**src/rtl/ol_link_trainer_if.sv**
```systemverilog
// ol_link_trainer_if: transmit/receive word bus between the link trainer and the frame builder / PCS.
interface ol_link_trainer_if #(
    parameter int DW = 16
);
    logic [DW-1:0]   data_tx;
    logic [DW-1:0]   data_rx;
    logic            ena_rx;
    logic [DW-1:0]   data_out;
    logic [DW/8-1:0] datak;
    logic            ena_tx;
    modport master (input data_tx, data_rx, ena_rx, output data_out, datak, ena_tx);
    modport slave (output data_tx, data_rx, ena_rx, input data_out, datak, ena_tx);
endinterface

```
**src/rtl/ol_link_trainer.sv**
```systemverilog
// ol_link_trainer: optical-link bring-up: alignment, counter link test with lock, monitored data pass-through.
module ol_link_trainer #(
    parameter int          DW             = 16,
    parameter logic [DW-1:0] ALIGN_WORD   = 16'h50BC,
    parameter int unsigned ALIGN_CYCLES   = 32'h000F_EEEF,
    parameter int unsigned ALIGN_K_CYCLES = 32'h000F_DDDD,
    parameter int unsigned TEST_CYCLES    = 4096,
    parameter int unsigned LOCK_RUN       = 2047,
    parameter int unsigned LOSS_CYCLES    = 16,
    parameter int unsigned MAX_RETRY      = 4
) (
    input  logic              clk,
    input  logic              rst,
    input  logic              LIVE,
    ol_link_trainer_if.master lnk,
    output logic [1:0]        mode,
    output logic              link_up,
    output logic              send_err,
    output logic              error,
    output logic [7:0]        retry_cnt,
    output logic [15:0]       err_cnt
);
    typedef enum logic [1:0] {S_ALIGN = 2'b00, S_TEST = 2'b01, S_DATA = 2'b10, S_FAIL = 2'b11} state_t;
    state_t        state;
    logic [31:0]   timer, run, loss, run_nxt, loss_nxt;
    logic [DW-1:0] tx_cnt, prev;
    logic          lock, good, test_end, loss_ev, fail_nxt;
    logic [7:0]    retry_inc;
    // a good word continues the counter sequence; modular subtraction makes the wrap to zero good
    always_comb begin
        good      = lnk.ena_rx && (lnk.data_rx - prev == DW'(1));
        run_nxt   = !good ? '0 : run == LOCK_RUN ? run : run + 1;
        loss_nxt  = lnk.ena_rx ? '0 : loss + 1;
        test_end  = state == S_TEST && timer == TEST_CYCLES - 1;
        loss_ev   = state == S_DATA && loss_nxt == LOSS_CYCLES;
        retry_inc = &retry_cnt ? retry_cnt : retry_cnt + 1'b1;
        fail_nxt  = retry_inc == 8'(MAX_RETRY);
    end
    always_ff @(posedge clk) begin
        if (rst) begin
            state        <= S_ALIGN;
            timer        <= '0;
            tx_cnt       <= '0;
            prev         <= '0;
            run          <= '0;
            lock         <= 1'b0;
            loss         <= '0;
            mode         <= 2'b00;
            lnk.data_out <= '0;
            lnk.datak    <= '0;
            lnk.ena_tx   <= 1'b0;
            link_up      <= 1'b0;
            send_err     <= 1'b0;
            error        <= 1'b1;
            retry_cnt    <= '0;
            err_cnt      <= '0;
        end else begin
            prev         <= lnk.data_rx;
            mode         <= state;
            lnk.data_out <= state == S_TEST ? tx_cnt : state == S_DATA ? lnk.data_tx : ALIGN_WORD;
            lnk.datak    <= (state == S_FAIL || (state == S_ALIGN && timer < ALIGN_K_CYCLES)) ? '1 : '0;
            lnk.ena_tx   <= state == S_TEST || state == S_DATA || (state == S_ALIGN && timer >= ALIGN_K_CYCLES);
            link_up      <= LIVE && state == S_DATA && !loss_ev;
            send_err     <= 1'b0;
            // LIVE low overrides any test-end or loss event in the same cycle
            if (!LIVE) begin
                state     <= S_ALIGN;
                timer     <= '0;
                retry_cnt <= '0;
                loss      <= '0;
            end else begin
                case (state)
                    S_ALIGN: begin
                        timer <= timer + 1;
                        if (timer == ALIGN_CYCLES - 1) begin
                            state  <= S_TEST;
                            timer  <= '0;
                            tx_cnt <= '0;
                            run    <= '0;
                            lock   <= 1'b0;
                        end
                    end
                    S_TEST: begin
                        timer  <= timer + 1;
                        tx_cnt <= tx_cnt + 1'b1;
                        run    <= run_nxt;
                        lock   <= lock || run_nxt == LOCK_RUN;
                        if (test_end) begin
                            send_err <= 1'b1;
                            error    <= !lock;
                            timer    <= '0;
                            if (lock) state <= S_DATA;
                            else begin
                                retry_cnt <= retry_inc;
                                state     <= fail_nxt ? S_FAIL : S_ALIGN;
                            end
                        end
                    end
                    S_DATA: begin
                        loss    <= loss_nxt;
                        err_cnt <= (lnk.ena_rx || &err_cnt) ? err_cnt : err_cnt + 1'b1;
                        if (loss_ev) begin
                            loss      <= '0;
                            timer     <= '0;
                            retry_cnt <= retry_inc;
                            state     <= fail_nxt ? S_FAIL : S_ALIGN;
                        end
                    end
                    S_FAIL: error <= 1'b1;
                endcase
            end
        end
    end
endmodule

```
**src/flat_wrapper.sv**
```systemverilog
// flat-port wrapper written by rule: the top's interface ports become plain ports
module ol_link_trainer_flat 
#(
    parameter int          DW             = 16,
    parameter logic [DW-1:0] ALIGN_WORD   = 16'h50BC,
    parameter int unsigned ALIGN_CYCLES   = 32'h000F_EEEF,
    parameter int unsigned ALIGN_K_CYCLES = 32'h000F_DDDD,
    parameter int unsigned TEST_CYCLES    = 4096,
    parameter int unsigned LOCK_RUN       = 2047,
    parameter int unsigned LOSS_CYCLES    = 16,
    parameter int unsigned MAX_RETRY      = 4
)
  (clk, rst, LIVE, mode, link_up, send_err, error, retry_cnt, err_cnt, lnk_data_tx, lnk_data_rx, lnk_ena_rx, lnk_data_out, lnk_datak, lnk_ena_tx);
  ol_link_trainer_if #(.DW(DW)) lnk_i ();
  input  logic clk;
  input  logic rst;
  input  logic LIVE;
  output logic [1:0] mode;
  output logic link_up;
  output logic send_err;
  output logic error;
  output logic [7:0] retry_cnt;
  output logic [15:0] err_cnt;
  input wire logic [$bits(lnk_i.data_tx)-1:0] lnk_data_tx;
  input wire logic [$bits(lnk_i.data_rx)-1:0] lnk_data_rx;
  input wire logic [$bits(lnk_i.ena_rx)-1:0] lnk_ena_rx;
  output wire logic [$bits(lnk_i.data_out)-1:0] lnk_data_out;
  output wire logic [$bits(lnk_i.datak)-1:0] lnk_datak;
  output wire logic [$bits(lnk_i.ena_tx)-1:0] lnk_ena_tx;
  assign lnk_i.data_tx = lnk_data_tx;
  assign lnk_i.data_rx = lnk_data_rx;
  assign lnk_i.ena_rx = lnk_ena_rx;
  assign lnk_data_out = lnk_i.data_out;
  assign lnk_datak = lnk_i.datak;
  assign lnk_ena_tx = lnk_i.ena_tx;
  ol_link_trainer #(.DW(DW), .ALIGN_WORD(ALIGN_WORD), .ALIGN_CYCLES(ALIGN_CYCLES), .ALIGN_K_CYCLES(ALIGN_K_CYCLES), .TEST_CYCLES(TEST_CYCLES), .LOCK_RUN(LOCK_RUN), .LOSS_CYCLES(LOSS_CYCLES), .MAX_RETRY(MAX_RETRY)) u_core (.clk(clk), .rst(rst), .LIVE(LIVE), .lnk(lnk_i), .mode(mode), .link_up(link_up), .send_err(send_err), .error(error), .retry_cnt(retry_cnt), .err_cnt(err_cnt));
endmodule
```
**config.mk**
```make
export PLATFORM = sky130hd
export DESIGN_NAME = ol_link_trainer_flat
export DESIGN_NICKNAME = d
export VERILOG_FILES = /design/src/rtl/ol_link_trainer_if.sv /design/src/rtl/ol_link_trainer.sv /design/src/flat_wrapper.sv
export SDC_FILE = /design/constraint.sdc
export NUM_CORES = 1
export LEC_CHECK = 0
export ABC_CLOCK_PERIOD_IN_PS = 5000
export BUFFER_PORTS_ARGS = -buffer_cell sky130_fd_sc_hd__buf_2
export CORE_UTILIZATION = 61
export CTS_CLUSTER_SIZE = 20
export DETAILED_ROUTE_END_ITERATION = 10
export PLACE_DENSITY = 0.81
export SLEW_MARGIN = 20
export SYNTH_ARGS = -nofsm -noshare
export SYNTH_HDL_FRONTEND = slang
export SYNTH_SLANG_ARGS = --single-unit
```
**constraint.sdc**
```tcl
create_clock -name clk -period 5 [get_ports clk]
set_input_delay 1 -clock clk [delete_from_list [all_inputs] [get_ports clk]]
set_output_delay 1 -clock clk [all_outputs]
set_load 0.05 [all_outputs]
```
# Word-level counts from Yosys, hierarchy flattened
# Index checks and enable logic that the tools add are counted.
[op_classes]
bitwise = 3
add_sub_neg = 7
reduce_logical = 29
muxes = 31
n_eq_ne = 14
order_cmp = 2
[ops]
columns = ["cell", "n"]
rows = [
  ["2-to-1 mux 32 bit", 8],
  ["adder 32 x 1 -> 32 bit, second input constant", 3],
  ["one-hot mux 32 bit (3 select lines)", 1],
  ["equality test 32 x 11 -> 1 bit, second input constant", 2],
  ["one-hot mux 32 bit (2 select lines)", 1],
  ["2-to-1 mux 16 bit", 3],
  ["adder 16 x 1 -> 16 bit, second input constant", 2],
  ["equality test 32 x 12 -> 1 bit, second input constant", 1],
  ["equality test 32 x 20 -> 1 bit, second input constant", 1],
  ["equality test 32 x 5 -> 1 bit, second input constant", 1],
  [">= comparator 32 x 20 -> 1 bit, second input constant", 1],
  ["less-than comparator 32 x 20 -> 1 bit, second input constant", 1],
  ["2-to-1 mux 8 bit", 4],
  ["one-hot mux 16 bit (2 select lines)", 1],
  ["equality test 16 x 1 -> 1 bit, second input constant", 1],
  ["one-hot mux 8 bit (2 select lines)", 1],
  ["AND reduction 16 bit", 1],
  ["subtractor 16 bit", 1],
  ["2-to-1 mux 2 bit", 6],
  ["AND reduction 3 bit", 3],
  ["adder 8 x 1 -> 8 bit, second input constant", 1],
  ["equality test 8 x 3 -> 1 bit, second input constant", 1],
  ["AND reduction 4 bit", 2],
  ["AND reduction 8 bit", 1],
  ["17 further kinds", 38],
]
[totals]
register_bits = 179
wordCells = 102
output_inout_bits = 48
inputBits = 36

# Depth between registers and ports, before layout
# Gate-level depths: netlist of the first run.
[depth]
word_depth = 7
depth_mapped = 15

# Worst setup path after synthesis of the first run
# No wires, ideal clock.
[synth_path]
path_type = "input to register"
startpoint = "input port lnk_data_rx[0]"
endpoint = "register u_core.run[19]"
setup_slack_ps = 1025
arrival_ps = 3880
cell_stages = 14
path_buffers = 2
setup_ps = 96
path_cell_list = "inv_1 -> ha_1 -> fa_1 -> nor2b_1 -> o31a_1 -> o21a_1 -> or3_1 -> a2111oi_4 -> nand4_2 -> or4b_1 -> buf_4 -> buf_6 -> o2bb2a_2 -> o41ai_2"
[synth_via]
elab_chain_len = 5
[synth_lines]
columns = ["element", "line_no", "source"]
rows = [
  ["start, declared", "flat_wrapper.sv:25", "input wire logic [$bits(lnk_i.data_rx)-1:0] lnk_data_rx;"],
  ["subtractor 16 bit", "ol_link_trainer.sv:31", "good = lnk.ena_rx && (lnk.data_rx - prev == DW'(1));"],
  ["equality test 16 x 1 -> 1 bit", "ol_link_trainer.sv:31", ""],
  ["logical AND 1 bit", "ol_link_trainer.sv:31", ""],
  ["2-to-1 mux 32 bit", "ol_link_trainer.sv:32", "run_nxt = !good ? '0 : run == LOCK_RUN ? run : run + 1;"],
  ["one-hot mux 32 bit (2 select lines)", "ol_link_trainer.sv:72", "case (state)"],
  ["end signal, assigned", "ol_link_trainer.sv:86", "run <= run_nxt;"],
  ["end, declared", "ol_link_trainer.sv:25", "logic [31:0] timer, run, loss, run_nxt, loss_nxt;"],
]
# No other way between the ends.
# A chain may end at the register's enable or synchronous reset.

# Worst setup path after layout of the first run
[layout_path]
startpoint = "register u_core.loss[0]"
endpoint = "register u_core.timer[19]"
[layout_via]
elab_chain_len = 6
[layout_lines]
columns = ["element", "line_no", "source"]
rows = [
  ["start, declared", "ol_link_trainer.sv:25", ""],
  ["start signal, assigned", "ol_link_trainer.sv:100", "loss <= loss_nxt;"],
  ["adder 32 x 1 -> 32 bit", "ol_link_trainer.sv:33", "loss_nxt = lnk.ena_rx ? '0 : loss + 1;"],
  ["2-to-1 mux 32 bit", "ol_link_trainer.sv:33", ""],
  ["equality test 32 x 5 -> 1 bit", "ol_link_trainer.sv:35", "loss_ev = state == S_DATA && loss_nxt == LOSS_CYCLES;"],
  ["logical AND 1 bit", "ol_link_trainer.sv:35", ""],
  ["inequality test 2 x 1 -> 1 bit (no line)", "-", ""],
  ["AND reduction 2 bit (no line)", "-", ""],
  ["end signal, assigned", "ol_link_trainer.sv:74", "timer <= timer + 1;"],
  ["end signal, assigned", "ol_link_trainer.sv:84", "timer <= timer + 1;"],
  ["end, declared", "ol_link_trainer.sv:25", ""],
]
# No other way between the ends.

==> results of run 1 <==
-- per-layer routing --
| layer | track usage (%) | vias to the layer above | part of all wire [%] |
|---|---|---|---|
| met3 | 6.53 | 42 | 6.8 |
| met2 | 50.0 | 373 | 46 |
| met5 | 0 | - | 0.047 |
| li1 | - | 5051 | - |
| met4 | 10.1 | 2 | 2.0 |
| met1 | 42.0 | 4969 | 45 |
-- worst min-delay path: cells and delay by family, from the launching register on --
kind	cells	cell delay, ns
flops	1	0.34
mux	1	0.06
simple gates	1	0.06
-- through the flow --
step | power [W] | worst slack (ns) | hold slack (ns) | utilization, % | instance area [um2]
3_3_place_gp | 0.00168 | 0.767 | 0.488 | 64.5 | 11100
4_1_cts | 0.00307 | 0.969 | 0.501 | 68.1 | 11700
2_1_floorplan | 0.00162 | 1.02 | 0.466 | - | 10700
3_5_place_dp | 0.00169 | 0.688 | 0.492 | 64.5 | 11100
6_report | 0.00307 | 0.914 | 0.503 | 68.1 | 11700
5_1_grt | 0.00316 | 0.623 | 0.533 | 68.1 | 11700
-- worst max path at each step --
stage	to	start
after floorplan	u_core.run[19]$_SDFFE_PP0P_	lnk_data_rx[0]
after global placement	u_core.run[19]$_SDFFE_PP0P_	lnk_data_rx[0]
after detailed placement	u_core.run[19]$_SDFFE_PP0P_	lnk_data_rx[0]
after CTS	u_core.timer[19]$_SDFFE_PP0P_	u_core.loss[0]$_SDFFE_PP0P_
after global routing	u_core.timer[19]$_SDFFE_PP0P_	u_core.loss[0]$_SDFFE_PP0P_
final	u_core.timer[19]$_SDFFE_PP0P_	u_core.loss[0]$_SDFFE_PP0P_
-- cells by family (layout without fill, tap and decap cells) --
logic type | after synthesis | after routing
XOR/XNOR | 68 | 68
other | 0 | 1
buffers and inverters | 132 | 176
AO/OA/AOI/OAI | 360 | 360
adder cells (fa/ha/maj) | 29 | 29
flip-flops | 178 | 178
multiplexers | 15 | 15
AND/OR/NAND/NOR | 586 | 586
-- flip-flops by register name (all words and copies together) (netlist names), 2 cells and up --
register and cells:
u_core.timer 32, u_core.state 2, u_core.prev 16, u_core.run 32
u_core.loss 32, u_core.lnk.data_out 16, u_core.retry_cnt 8, u_core.tx_cnt 16
u_core.mode 2, u_core.err_cnt 16
-- cells in the mapped netlist, drive strengths merged (15+ instances only) --
library cell | number | area, um2
nand2 | 116 | 435
nor2 | 137 | 522
clkbuf | 54 | 204
or3 | 24 | 150
or2 | 15 | 93.8
a21oi | 91 | 455
o21a | 19 | 143
xor2 | 27 | 236
o211ai | 16 | 120
a21o | 20 | 150
inv | 51 | 191
nor2b | 28 | 175
buf | 27 | 184
ha | 28 | 350
nor3 | 47 | 267
dfxtp | 178 | 3560
nand4 | 39 | 250
and3 | 38 | 238
a31oi | 35 | 225
nand3 | 65 | 325
xnor2 | 41 | 359
nor4 | 19 | 140
o21ai | 70 | 362
-- cell usage in the layout (no fill, tap or decap), types with 34 or more instances in the layout --
master and n:
dfxtp_1 178, nor2_1 133, nand2_1 116, a21oi_1 91
buf_2 83, o21ai_0 67, nand3_1 65, inv_1 51
nor3_1 42, xnor2_1 41, nand4_1 38, and3_1 38
a31oi_1 34
-- final cells by class --
cell class              count  area [um2]  area share (%)
diodes                      1        2.50          0.0213
clock buffers              23         488            4.16
multi-input cells        1058        6590            56.1
clock inverters             8         125            1.07
well taps                 225         282            2.40
repair buffers             94         498            4.24
inverters                  51         191            1.63
flip-flops and latches    178        3560            30.3
-- power by group through the flow --
stage,Sequential (W),Clock [W],Combinational (W)
finish,0.00143,0.00141,0.000227
global route,0.00143,0.00148,0.000246
CTS,0.00143,0.00141,0.000222
detailed placement,0.00147,0,0.000221
global placement,0.00146,0,0.000215
floorplan,0.00148,0,0.000146
==> flow_summary.toml, run 1 <==
[run_status]
status = "finished, final reports clean"

[pwr]
power_frac_seq_pct = 46.8
leakage_nw = 4.31
clkPwrFrac_pct = 45.8
switching_share_pct = 23.4
combPwrFrac_pct = 7.4
p_per_area_nw_per_um2 = 261
p_int_w = 0.00235
peakVddDrop_uv = 297
power.switching_w = 0.000716

[sta]
maxSlewViolCount = 0
fin_crit_ns = 4.09
fin_crit_sh_pct = 81.7
finalSetupTns_ns = 0
fmax_mhz = 245
worst_pin_slew_ns = 0.917
rsz0062_at_grt = "false"
hold_viol_final = 0
setup_violations = 0
finClkSkew_ns = 0.0116
max-slew-margin-rel_pct = 38.6

[drt]
via_per_inst = 6.37
detail-route-antenna-nets = 0
num_vias = 10400
drc = 0
drtIter0Drc = 969
dr.pass1.iters = 5
wl_per_cell_um = 17.0
wl_mm = 27.9

[logic_synthesis]
synth_fa_ha_area_share_pct = 3.45
netlist_area_um2 = 10700
synth_flop_cell = "dfxtp_1"
syn-num-nets = 1433
synth.yosys.warnings = 0
synth_edf_count = 0
async_flop_share_pct = 0
synthMuxAreaShare_pct = 1.45
syn_area_per_cell_um2 = 7.84
synth_top_family_by_area = "simple AND/OR/NAND/NOR gates"
synth_compound_area_share_pct = 22.5
yosys.area_share.simple_pct = 28.4
yosysSeqAreaShare_pct = 33.2
syn_inst = 1368
ys_types = 87
ys_seq_elements = 178
synthXorXnorAreaFrac_pct = 5.55

[setup_path]
endpoint_kind = "flip-flop"
critPathKind = "flip-flop to flip-flop"
reg2reg_depth = 10
crit_path_start_kind = "flip-flop"
path_max_fanout = 35
rrSetupSlack_ns = 0.91
slowest_delay_ns = 0.63
cp_data_required_time_ns = 5.31
worstPathBufferInverterCount = 1
reg2reg_from = "u_core.loss[0]$_SDFFE_PP0P_"
crit_cells = 10
r2r_end = "u_core.timer[19]$_SDFFE_PP0P_"
crit_chain = "ha_1 > nand3_1 > nor4_1 > mux2i_1 > a31oi_2 > nor3_4 > o21ai_4 > o21ai_0 > buf_4 > a2111oi_0"
critical_path.top_delay_family = "compound AO/OA/AOI/OAI gates"
critPathArrivalTime_ns = 4.40
slowest_stage = "o21ai_4"

[clock_network]
clk_pin_slew_worst_paths_ns = 0.07
cts_hold_buf = 0
cts_max_path_buffers = 2
clock_latency_ns = 0.43
cts.sinks = 178
htreeDepth = 4
cts_buffers = 17
postCtsSetupBuffers = 0
cts_tree = "built"
clockRootBuffer = "clkbuf_16"
cts_resized = 0

[floorplanning]
fp.dieH_um = 135
dieArea_um2 = 18100
initial_core_util_pct = 62.2
io_pins = 84
row_count = 48
die_x_um = 135
core_um2 = 17200

[final_layout]
areaGrowthSynthToFinish_pct = 9.51
fill_cells = 1415
final_cells = 1638
drive_gt1_share_pct = 12.1
fin_nets = 1465

[placed_design]
io_buffers = 83
dp.cells = 1606
dp_hpwl_mm = 19.3
gp_congestion = 0.956

[worst_hold_path]
worstHoldEndpoint = "u_core.state[1]$_SDFFE_PP0P_"
hp-start = "u_core.state[1]$_SDFFE_PP0P_"
hold_depth = 2
hold_class = "flip-flop to flip-flop"

[grt]
grt_pass1_vias = 9391
overflow = 0
gr-usage-all-layers_pct = 31.2
grt_max_degree = 46
antenna_found_initial = 2
grt_pass1_wl_mm = 46.1

[run]
drv_cap = 0
No activity file was read; power rests on OpenSTA's default activity.
==> run 2: changes to the inputs <==
- ABC_CLOCK_PERIOD_IN_PS: 5000 -> 4200
- clock period: 5 -> 4.2 ns (I/O delays scaled with it)
==> run 2 against run 1 <==
Net effect:
- combinational power increased by 19%
- die area unchanged
- fmax increased by 3.7%
- sequential power increased by 20%
- largest cell class unchanged
==> flow_summary.toml, run 2 (synthesis gave the netlist of run 1 again) <==
[run_status]
status = "finished, final reports clean"

[drt]
num_vias = 10500
wl_mm = 28.1
detail-route-antenna-nets = 0
dr.pass1.iters = 6
drtIter0Drc = 912
wl_per_cell_um = 17.0
via_per_inst = 6.38
drc = 0

[grt]
antenna_found_initial = 2
grt_pass1_wl_mm = 46.0
grt_max_degree = 46
gr-usage-all-layers_pct = 31.1
grt_pass1_vias = 9441
overflow = 0

[pwr]
totalPowerFinal_w = 0.00367
power_frac_seq_pct = 46.5
leakage_nw = 4.38
p_int_w = 0.00281
power.switching_w = 0.000856
combPwrFrac_pct = 7.4
switching_share_pct = 23.3
clkPwrFrac_pct = 46.1
peakVddDrop_uv = 433
p_per_area_nw_per_um2 = 310

[clock_network]
cts.sinks = 178
cts_max_path_buffers = 2
postCtsSetupBuffers = 0
clock_latency_ns = 0.43
cts_resized = 0
cts_hold_buf = 0
htreeDepth = 4
cts_tree = "built"
clockRootBuffer = "clkbuf_16"
clk_pin_slew_worst_paths_ns = 0.06
cts_buffers = 17

[sta]
worst_pin_slew_ns = 0.759
fin_crit_sh_pct = 93.8
finClkSkew_ns = 0.00922
rsz0062_at_grt = "false"
fin_crit_ns = 3.94
finalSetupTns_ns = 0
max-slew-margin-rel_pct = 49.3
fmax_mhz = 254
setup_slack_ns = 0.261
setup_violations = 0
maxSlewViolCount = 0
hold_viol_final = 0

[floorplanning]
core_um2 = 17200
fp.dieH_um = 135
row_count = 48
initial_core_util_pct = 62.2
io_pins = 84
dieArea_um2 = 18100
die_x_um = 135

[placed_design]
dp_slack_ns = 0.0880
io_buffers = 83
dp_hpwl_mm = 19.6
gp_congestion = 0.939

[setup_path]
critical_path.top_delay_family = "compound AO/OA/AOI/OAI gates"
endpoint_kind = "flip-flop"
critPathArrivalTime_ns = 4.22
crit_path_start_kind = "flip-flop"
worstPathBufferInverterCount = 1
critPathKind = "flip-flop to flip-flop"
slowest_delay_ns = 0.68
slowest_stage = "nor4_1"
cp_data_required_time_ns = 4.48
path_max_fanout = 31
crit_chain = "and4_1 > nand2_1 > nor4_1 > mux2i_1 > a31oi_2 > nor3_4 > o21ai_4 > o21ai_0 > buf_4 > a2111oi_0"

[final_layout]
drive_gt1_share_pct = 12.9
reg.largest.list = "u_core.loss: 32 flops, u_core.run: 32 flops, u_core.timer: 32 flops"
layout_commonest_cell = "dfxtp_1"
layout_common_cells = "dfxtp_1 (178), nor2_1 (134), nand2_1 (116)"
areaGrowthSynthToFinish_pct = 10.6
fin_nets = 1478

[run]
drv_cap = 0

[worst_hold_path]
hold_class = "flip-flop to flip-flop"
## run 2: cell types whose count changed in the layout (fill, tap and decap cells not counted)
cell / before / now
buf_12: 0 / 1
buf_4: 11 / 23
clkbuf_1: 2 / 1
clkbuf_8: 4 / 5
clkinv_2: 2 / 0
clkinvlp_4: 1 / 2
nor2_1: 133 / 134
nor2_2: 3 / 2
## run 2: layer usage
metal | part of all wire, % | track usage (%) | vias to the layer above
met5 | 0.039 | 0 | -
met4 | 1.6 | 10.2 | 2
met3 | 7.4 | 6.68 | 49
met2 | 46 | 50.6 | 412
met1 | 44 | 41.0 | 4990
li1 | - | - | 5067
## run 2: final cells by class
| cell class | count | area, um2 |
|---|---|---|
| sequential | 178 | 3560 |
| clock buffer | 23 | 498 |
| clock inverter | 7 | 123 |
| multi-input combinational | 1058 | 6590 |
| antenna | 1 | 2.50 |
| timing repair buffer | 107 | 608 |
| inverter | 51 | 191 |
| tap | 225 | 282 |
| fill | 1409 | 5380 |
## run 2: worst paths after layout
kind / depth (start not counted) / slack (ns) / startpoint / end
setup / recovery: 10 / 0.26 / u_core.loss[7]$_SDFFE_PP0P_ / u_core.timer[12]$_SDFFE_PP0P_
hold reg to reg: 2 / 0.51 / u_core.loss[4]$_SDFFE_PP0P_ / u_core.loss[4]$_SDFFE_PP0P_
setup reg to reg: 10 / 0.26 / u_core.loss[7]$_SDFFE_PP0P_ / u_core.timer[12]$_SDFFE_PP0P_
hold / removal: 2 / 0.51 / u_core.loss[4]$_SDFFE_PP0P_ / u_core.loss[4]$_SDFFE_PP0P_
## run 2: stage by stage
| step | cell area, um2 | util (%) | hold slack (ns) | cells |
|---|---|---|---|---|
| 4_1_cts | 11900 | 68.8 | 0.506 | 1649 |
| 3_5_place_dp | 11200 | 65.2 | 0.498 | 1619 |
| 3_3_place_gp | 11200 | 65.2 | 0.485 | 1619 |
| 2_1_floorplan | 10700 | - | 0.466 | 1368 |
| 5_1_grt | 11900 | 68.8 | 0.531 | 1650 |
| 6_report | 11900 | 68.8 | 0.507 | 1650 |
## run 2: power groups by stage
stage                     Combinational, W  Clock [W]  Sequential (W)
after floorplan                   0.000173          0         0.00176
after global placement            0.000259          0         0.00174
after detailed placement          0.000265          0         0.00174
after CTS                         0.000267    0.00171         0.00171
after global routing              0.000295    0.00178         0.00171
final                             0.000271    0.00169         0.00171
## run 2: worst reg2reg max path, delay by kind of cell (launching register included)
kind	cells	cell delay, ns
buffers and inverters	1	0.22
AND/OR/NAND/NOR	4	1.32
multiplexers	1	0.19
AO/OA/AOI/OAI	4	1.60
flip-flops	1	0.49
==> run 3: changes to the inputs <==
- ABC_AREA: unset -> 1
- CORE_UTILIZATION: 61 -> 62
- PLACE_DENSITY: 0.81 -> 0.82
- SKIP_LAST_GASP: unset -> 1
==> run 3 against run 2 <==
Net effect:
- synthesized area increased by 10%
- non-clock buffer count decreased by 13
- largest cell class unchanged
- clock-buffer cell count decreased by 5
- register-to-register slack improved by 0.71 ns
- global-route usage decreased by 0.057 points
- routed wire length increased by 8.1%
- core utilization decreased by 0.058 points
- die area increased by 8.2%
- critical path depth increased by 3
- first-iteration DRC count increased by 17%
==> flow_summary.toml, run 3 <==
[run_status]
status = "finished, final reports clean"

[setup_path]
slowest_delay_ns = 0.69
critPathArrivalTime_ns = 3.61
critPathKind = "primary input to flip-flop"
path_max_fanout = 29
worst_path_most_repeated_cell = "nand2_1"
critical_path.top_delay_family = "simple AND/OR/NAND/NOR gates"
crit_chain = "buf_2 > inv_1 > nand2_1 > a21oi_1 > nand4_1 > nor3b_1 > nand2_1 > nand2_2 > nand2_1 > inv_2 > nand2_1 > nand2_1 > nor2_1"
worstPathBufferInverterCount = 3
cp_data_required_time_ns = 4.54
crit_path_start_kind = "primary input"
endpoint_kind = "flip-flop"
slowest_stage = "inv_1"

[floorplanning]
dieArea_um2 = 19600
fp.dieH_um = 140
io_pins = 84
die_x_um = 140
core_um2 = 18700
initial_core_util_pct = 63.1
row_count = 50

[clock_network]
cts_resized = 0
cts_tree = "built"
cts_buffers = 17
cts_max_path_buffers = 2
clock_latency_ns = 0.44
clk_pin_slew_worst_paths_ns = 0.07
postCtsSetupBuffers = 0
cts_hold_buf = 0
htreeDepth = 4
cts.sinks = 178
clockRootBuffer = "clkbuf_16"

[placed_design]
gp_congestion = 0.968
dp.cells = 2151
dp_hpwl_mm = 22.1
io_buffers = 83
place_area_um2 = 12300

[logic_synthesis]
synth_edf_count = 0
yosysSeqAreaShare_pct = 30.2
syn-num-nets = 1945
syn_area_per_cell_um2 = 6.28
yosys.area.top_type = "dfxtp_1"
netlist_area_um2 = 11800
ys_top_cells_by_count = "nand2_1 (484), inv_1 (245), nor2_1 (245), dfxtp_1 (178), nand3_1 (177)"
synthTopCellsByArea = "dfxtp_1 (30%), nand2_1 (15%), inv_1 (7.8%)"
synth.top_cell.area_share_pct = 30.2
async_flop_share_pct = 0
syn_inst = 1880
ys_types = 50
synth_flop_cell = "dfxtp_1"
synth.yosys.warnings = 0
synth_most_common_cell = "nand2_1"
ys_seq_elements = 178

[final_layout]
fin_area_um2 = 12900
multi_input_area_um2 = 6960
areaGrowthSynthToFinish_pct = 8.87
final_cells = 2184
layout_common_cells = "nand2_1 (484), inv_1 (245), nor2_1 (245)"
fill_cells = 1689
drive_gt1_share_pct = 9.65
postLayoutCoreUtil_pct = 68.7
reg.largest.list = "u_core.loss: 32 flops, u_core.run: 32 flops, u_core.timer: 32 flops"
layout_commonest_cell = "nand2_1"
fin_nets = 2001
seqCellArea_um2 = 3560

[sta]
setup_violations = 0
max-slew-margin-rel_pct = 30.9
finClkSkew_ns = 0.0116
hold_viol_final = 0
finalSetupTns_ns = 0
maxSlewViolCount = 0
fmax_mhz = 306
fin_crit_sh_pct = 77.9
worst_pin_slew_ns = 1.03
rsz0062_at_grt = "false"
fin_crit_ns = 3.27
whs_ns = 0.471

[drt]
drc = 0
wl_per_cell_um = 13.9
via_per_inst = 5.59
dr.pass1.iters = 5
num_vias = 12200
detail-route-antenna-nets = 0
wl_mm = 30.4
drtIter0Drc = 1065

[grt]
antenna_found_initial = 1
grt_pass1_wl_mm = 50.5
gr-usage-all-layers_pct = 31.1
overflow = 0
grt_pass1_vias = 10700
grt_max_degree = 76

[worst_hold_path]
hold_class = "flip-flop to flip-flop"

[pwr]
peakVddDrop_uv = 297
leakage_nw = 5.16
p_per_area_nw_per_um2 = 275

[run]
drv_cap = 0
run 3: cell types whose count changed after synthesis, sizes merged, moves of 28 or more:
cell   previous run  this run
and3             38         0
xnor2            41         6
a31oi            35         1
nor2b            28         0
a21oi            91       133
nor2            137       255
inv              51       251
nand3            65       181
nand2           116       492
run 3: report_power, final:
part	switching, W	internal (W)
combinational	0.000174	0.0000838
sequential	0.00000652	0.00170
clock	0.000728	0.000839
run 3: layout make-up:
| class | count | area share [%] |
|---|---|---|
| Antenna cell | 1 | 0.0195 |
| Inverter | 257 | 7.52 |
| Multi-Input combinational cell | 1388 | 54.2 |
| Sequential cell | 178 | 27.7 |
| Tap cell | 234 | 2.28 |
| Timing Repair Buffer | 94 | 3.87 |
| Clock inverter | 14 | 1.01 |
| Clock buffer | 18 | 3.42 |
run 3: path summary, 6_finish.rpt:
kind	slack, ns	end	cells after the start	startpoint
worst max-delay path	0.93	u_core.retry_cnt[6]$_SDFFE_PP0P_	13	lnk_ena_rx
worst min-delay path	0.47	u_core.tx_cnt[15]$_SDFFE_PP0P_	1	u_core.tx_cnt[15]$_SDFFE_PP0P_
worst max register to register	0.97	u_core.retry_cnt[6]$_SDFFE_PP0P_	20	u_core.loss[0]$_SDFFE_PP0P_
worst min register to register	0.47	u_core.tx_cnt[15]$_SDFFE_PP0P_	1	u_core.tx_cnt[15]$_SDFFE_PP0P_
run 3: kinds of logic after synthesis:
family	Yosys count	synth area share, %
buffers and inverters	314	10.9
AO/OA/AOI/OAI	244	12.6
AND/OR/NAND/NOR	1057	39.0
XOR/XNOR	58	4.30
flip-flops	178	30.2
adder cells (fa/ha/maj)	29	3.14
run 3: worst reg2reg max path, cell delays in order (launching register included):
cell and delay (ns):
dfxtp_1 0.43, ha_1 0.22, nand2_2 0.08, clkinv_1 0.09, nand2_2 0.07, nor2_2 0.10, nand2_2 0.11, nor2_2 0.18
nand3_1 0.09, nand3_1 0.13, nand2_1 0.10, nor2_1 0.13, nand2_1 0.10, nor2_1 0.11, nand2_1 0.08, nand2_2 0.40
nand2_1 0.31, inv_2 0.23, nand2_1 0.08, nand2_1 0.06, nor2_1 0.04
run 3: per-layer routing:
metal	global-route usage, %	wire [um]
met1	41.9	14000
met2	50.7	13900
met3	4.62	1700
met4	10.5	704
met5	0	0
run 3: through the flow:
step | setup WS, ns | total power (W)
final | 0.928 | 0.00353
after global routing | 0.627 | 0.00365
after CTS | 1.00 | 0.00355
after detailed placement | 0.556 | 0.00200
after global placement | 0.722 | 0.00199
after floorplan | 1.21 | 0.00193
